==> config.mk <==
export PLATFORM = sky130hd
export DESIGN_NAME = f_fetch_unit
export DESIGN_NICKNAME = d
export VERILOG_FILES = /design/src/rtl/f_fetch_unit.sv
export SDC_FILE = /design/constraint.sdc
export NUM_CORES = 1
export LEC_CHECK = 0
export CAP_MARGIN = 15
export CORE_MARGIN = 2
export CORE_UTILIZATION = 30
export DETAILED_ROUTE_END_ITERATION = 6
export PLACE_DENSITY_LB_ADDON = 0.2
export SLEW_MARGIN = 20
export SYNTH_ARGS = -nofsm -noshare
export SYNTH_HDL_FRONTEND = slang
export SYNTH_SLANG_ARGS = --single-unit
export TNS_END_PERCENT = 100
==> constraint.sdc <==
create_clock -name clk -period 1.57 [get_ports clk]
set_input_delay 0.2355 -clock clk [delete_from_list [all_inputs] [get_ports clk]]
set_output_delay 0.2355 -clock clk [all_outputs]
set_load 0.02 [all_outputs]
==> src/rtl/f_fetch_unit.sv <==
// f_fetch_unit: F-stage PC, instruction-memory handshake and IF/ID register with a one-entry skid buffer
module f_fetch_unit #(
  parameter logic [31:0] RESET_PC = 32'h0000_3000
) (
  input  logic        clk,
  input  logic        reset,
  input  logic [31:0] next_PC,
  input  logic        d_stall,
  output logic        im_req,
  output logic [31:0] im_addr,
  input  logic        im_rvalid,
  input  logic [31:0] im_rdata,
  output logic [31:0] F_Pc4,
  output logic [31:0] D_Instr,
  output logic [31:0] D_PC,
  output logic        D_valid
);
  typedef enum logic [1:0] {S_IDLE, S_REQ, S_FULL} state_t;
  state_t state, state_n;
  logic [31:0] pc, skid_instr, skid_pc;
  logic d_free, d_accept, take, park, drain, load;
  assign im_req  = state == S_REQ;
  assign im_addr = pc;
  assign F_Pc4   = pc + 32'd4;
  always_comb begin
    d_free   = ~D_valid | ~d_stall;
    d_accept = D_valid & ~d_stall;
    take     = (state == S_REQ) & im_rvalid & d_free;
    park     = (state == S_REQ) & im_rvalid & ~d_free;
    drain    = (state == S_FULL) & d_free;
    load     = take | drain;
    state_n  = state == S_IDLE ? S_REQ : park ? S_FULL : drain ? S_REQ : state;
  end
  always_ff @(posedge clk)
    state <= !reset ? S_IDLE : state_n;
  // D_Instr/D_PC hold after E accepts so next-PC logic still sees the branch in D
  always_ff @(posedge clk) begin
    if (!reset) begin
      pc         <= RESET_PC;
      skid_instr <= '0;
      skid_pc    <= '0;
      D_Instr    <= '0;
      D_PC       <= '0;
      D_valid    <= 1'b0;
    end else begin
      if (load) pc <= next_PC;
      if (park) begin
        skid_instr <= im_rdata;
        skid_pc    <= pc;
      end
      if (load) begin
        D_Instr <= take ? im_rdata : skid_instr;
        D_PC    <= take ? pc : skid_pc;
      end
      D_valid <= load | (D_valid & ~d_accept);
    end
  end
endmodule

# Yosys cells after proc, flatten, opt, wreduce, memory -nomap -nowiden
# Index checks and enable logic that the tools add are counted.
# W data, S select, Z words.
[word_totals]
register_bits = 163
latchBits = 0
mem_bits_rw = 0
rom_bits = 0
output_inout_bits = 130
mem_count = 0
[classes]
n_addsub = 1
n_mul = 0
div = 0
n_lt_le_gt_ge = 0
n_eq_ne = 2
n_shift = 0
mux = 5
bitwise = 14
n_reduce_logical = 4
[ops]
columns = ["cell", "count"]
rows = [
  ["$mux W32", 2],
  ["$add A32 B3 Y32 const B", 1],
  ["$and A1 B1 Y1", 6],
  ["$not A1 Y1", 5],
  ["$mux W2", 2],
  ["$or A1 B1 Y1", 3],
  ["$reduce_bool A3 Y1", 1],
  ["$eq A2 B1 Y1 const B", 1],
  ["$eq A2 B2 Y1 const B", 1],
  ["$logic_not A2 Y1", 1],
  ["$reduce_bool A2 Y1", 1],
  ["$reduce_or A2 Y1", 1],
  ["$mux W1", 1],
]

# Depth between registers and ports, before layout
[depth]
word_depth = 6
depth_mapped = 6

# Worst setup path after synthesis
# Ideal clock, no wire load.
[synth_timing]
kind = "reg2out"
from = "reg pc[2], in the netlist im_addr[2]"
to = "out F_Pc4[26]"
arrival_time_ns = 1.870
slack_ns = -0.536
path_stages_with_launch = 6
path_cell_list = "dfxtp_1 > ha_1 > nand4_1 > nor4_4 > nand4_1 > xnor2_1"
[synth_between]
elab_chain_len = 1
[synth_lines]
columns = ["element", "line_no", "source"]
rows = [
  ["start, declared", "20", "logic [31:0] pc, skid_instr, skid_pc;"],
  ["start signal, assigned", "46", "if (load) pc <= next_PC;"],
  ["$add A32 B3 Y32", "24", "assign F_Pc4 = pc + 32'd4;"],
  ["end, declared", "13", "output logic [31:0] F_Pc4,"],
]
# Every way passes these cells.

# Worst setup path in the final report
[layout_timing]
from = "reg pc[3], in the netlist im_addr[3]"
to = "out F_Pc4[26]"
# The elaborated chain is that of the path after synthesis.

==> impl_results.md <==
* Status: finished with violations
* Failing checks: negative setup slack
* Antenna cells at 0
* Mapped Cells at a little over 800
* Sequential area share after synthesis at 0.469
* WP data arrival at roughly 2000 ps
* CP peak stage delay at between 300 and 400 ps
* R2r setup slk at approximately 120 ps
* #FFs+latches synth at 163
* Fin util at 0.465
* Die H at about 160 um
* Skew final at between 8 and 9 ps
* Final period util at 1.39
* PD cells at 902 mW/mm^2
* Clock Pin Slew Worst Setup and Hold Paths at about 60 ps
* Via count at about 6.4k
* Gp weighted congestion at approximately 0.73
* GRT Util Overall at 0.175
* Mean Syn Cell Area at between 8 and 9 um^2
* Synth warn at 0
* IO Count at slightly below 200
* Number of clock sinks seen by CTS at between 150 and 200
* Max Slew Vio Count at 0
* Post-Syn Nets at roughly 880
* Slew margin rel. at 0.775
* Final #Nets at roughly 1.1k
* Number of global-route vias before repair at slightly above 6k
* Critical path's slowest cell: dfxtp_4
* Initial antenna violation count at 1
* Die area at ~0.024 mm^2
* CP Depth at 7
* Mapped Area at 0.00696 mm^2
* Top delay family on crit path: simple AND/OR/NAND/NOR gates
* Initial Util at 0.306
* Routed Antenna Nets at 0
* GR Util met3 at 0.0471
* Synth Area in XOR/XNOR at 0.0352
* Int Pwr at approximately 7.1 mW
* Starting DRT DRC Count at 266
* Element type at the critical path start: flip-flop
* Compound-gate portion of the synthesized area at 0.247
* Clk_lat worst skew at around 420 ps
* Worst hold stages at 2
* Post-DP HPWL at 14500 um
* Required time of the critical path at 1330 ps
* CP Class: reg -> out
* R2R cell count at 6
* Max-cap violations at 0
* Sequential Power Share at 0.453
* Deepest clock path buffer count at 2
* # DRC at 0
* Clock network fraction of design power at 0.411
* Leakage at 4.26 nW
* Worst-Margin Slew at roughly 330 ps
* NetSw at ~2.5 mW
* IO Port Bufs at between 150 and 200
* Post-Synth Simple-Gate Area at 0.193
* GRT Max-Usage Layer: met2
* Drt total wl at between 20000 and 25000 um
* Gate power share at 0.136
* CORE AREA at 0.0227 mm^2
* Library cells used by synthesis at 33
* Worst hold path type: in -> reg
* CP cell instances: ha_4 -> nand4_1 -> nor4_4 -> buf_12 -> nand4_1 -> xnor2_2 -> buf_4
* CTS buffer count at 17
* RSZ-0062 raised after global routing: true
* Main combinational cell family by area after synthesis: compound AO/OA/AOI/OAI gates
* Post-synthesis to final-layout area growth at 51.8%
* Filler cell count at about 2.3k
* Clock tree root driver cell: clkbuf_16
* Setup TNS at -13440 ps
* GR Util met2 at 0.284
* Peak supply drop at 628 uV
* WL/cell at around 16 um
* # rows at 55
* FMAX at around 0.46 GHz
* Die width at ~160 um
* Setup violations, final at 28
* Critical-path maximum fanout at 8
* Final-report hold violation count at 0
* Final min period at 2190 ps
* CTS tree: yes
* Fraction of layout cells with a size suffix above 1 at 0.208
* Vias per inst at 4.75
* First-pass GRT wire length at 33500 um
* Post-synthesis mux area share at 0
* Final WS setup at -618 ps
* Met1 GRT Util at 0.227
* Pin count of the biggest net entering global routing at 71
* Worst Path Buf+Inv at 2
* CP Capture Type: output pin
* H-tree Lvls at 4
* Synth Area in Adders at 0.00180
* Most common cell on crit path: nand4_1
* TritonRoute pass-1 iters at 4
* Sw Ratio at 0.258
* Pre-CTS setup slack at -824 ps
* Grt ovf at 0
* Placed cells at 1302
* Post-CTS Hold Buffers at 0
* Fin cells at 1340
==> worst register-to-register path: stages, from the launching register on <==
cell and delay, ps:
dfxtp_1 320, and2_2 250, buf_4 160, a21oi_4 160
buf_12 190, nand2_1 80, a21boi_1 190
==> power groups by stage <==
stage	Clock [mW]	Combinational, mW	Sequential, mW
finish	3.91	1.30	4.32
global route	4.23	1.40	4.33
CTS	4.05	1.29	4.32
detailed placement	0	1.36	4.41
global placement	0	1.36	4.41
floorplan	0	0.499	4.55
==> per-stage QoR <==
step                      area [um^2]  hold slack (ps)  power, mW
final                           10600              190       9.53
after global routing            10600              190       9.96
after CTS                       10500              172       9.66
after detailed placement         9990              447       5.77
after global placement           9990              441       5.77
after floorplan                  7240              360       5.05
==> per-layer routing <==
metal / vias to the layer above / wire length, um
met5: - / 13
met4: 2 / 265
met3: 18 / 1200
met2: 161 / 9820
met1: 2963 / 9830
li1: 3218 / -
==> path summary, 6_finish.rpt <==
| check | startpoint | end |
|---|---|---|
| max | im_addr[3]$_SDFFE_PN0P_ | F_Pc4[26] |
| min | reset | skid_instr[12]$_SDFFE_PN0P_ |
| max reg2reg | D_valid$_SDFF_PN0_ | im_addr[4]$_SDFFE_PN0P_ |
| min reg2reg | D_PC[19]$_SDFFE_PN0P_ | D_PC[19]$_SDFFE_PN0P_ |
==> synth_stat cells <==
cell        n  area, um^2
nand2_1   261         980
dfxtp_1   163        3260
a21boi_0  105         788
a22oi_1    64         480
a21boi_1   54         405
buf_2      35         175
clkbuf_1   22        82.6
xnor2_1    22         193
nand3_1    14        70.1
buf_4      13        97.6
nand4_1    12        75.1
nor2_1      7        26.3
xor2_1      6        52.6
inv_1       5        18.8
and3_1      4        25.0
and2_1      3        18.8
nand3_2     3        30.0
nor2_4      2        22.5
nor2b_1     2        12.5
nor3_1      2        10.0
nor4_1      2        12.5
a21oi_2     1        8.76
and3b_1     1        8.76
clkbuf_2    1        5.00
ha_1        1        12.5
nand2b_1    1        6.26
nand3b_1    1        7.51
nor3_4      1        16.3
nor4_4      1        21.3
o211ai_1    1        7.51
o21ai_0     1        5.00
o21ai_2     1        8.76
o221a_2     1        11.3
==> cell families after synthesis <==
| logic type | Yosys count |
|---|---|
| AOI/OAI and AO/OA | 228 |
| xor gates and xnor gates | 28 |
| adders and majority gates | 1 |
| buffers and inverters | 76 |
| DFF | 163 |
| and+or+nand+nor | 317 |
==> cell usage in the layout, fill, tap and decap left out, drive strengths merged <==
cell type,n
a21boi,159
a21oi,1
a22oi,64
and2,3
and3,4
and3b,1
buf,114
clkbuf,25
clkdlybuf4s15,9
clkdlybuf4s50,66
clkinv,6
clkinvlp,1
dfxtp,163
dlygate4sd2,88
ha,1
inv,9
nand2,261
nand2b,1
nand3,17
nand3b,1
nand4,12
nor2,9
nor2b,2
nor3,3
nor4,3
o211ai,1
o21ai,2
o221a,1
xnor2,22
xor2,6
==> flip-flops by register name, indices dropped and copies added, names as in the netlist <==
| register | flops |
|---|---|
| D_PC | 32 |
| D_Instr | 32 |
| im_addr | 32 |
| skid_pc | 32 |
| skid_instr | 32 |
| D_valid | 1 |
| state | 2 |
==> layout make-up <==
class / count / area [um^2] / area share
multi-input cells: 574 / 3680 / 0.348
flip-flops and latches: 163 / 3290 / 0.312
repair buffers: 281 / 2660 / 0.252
clock buffers: 21 / 480 / 0.0455
well taps: 285 / 357 / 0.0338
clock inverters: 11 / 75.1 / 0.00711
inverters: 5 / 18.8 / 0.00178
==> timing repair <==
item,4_1_cts,5_1_grt
gates resized for setup,276,26
cloned,0,1
buffers inserted,2,3
pin swaps,15,11
setup endpoints to repair,130,85
(Power assumes the default switching activity.)
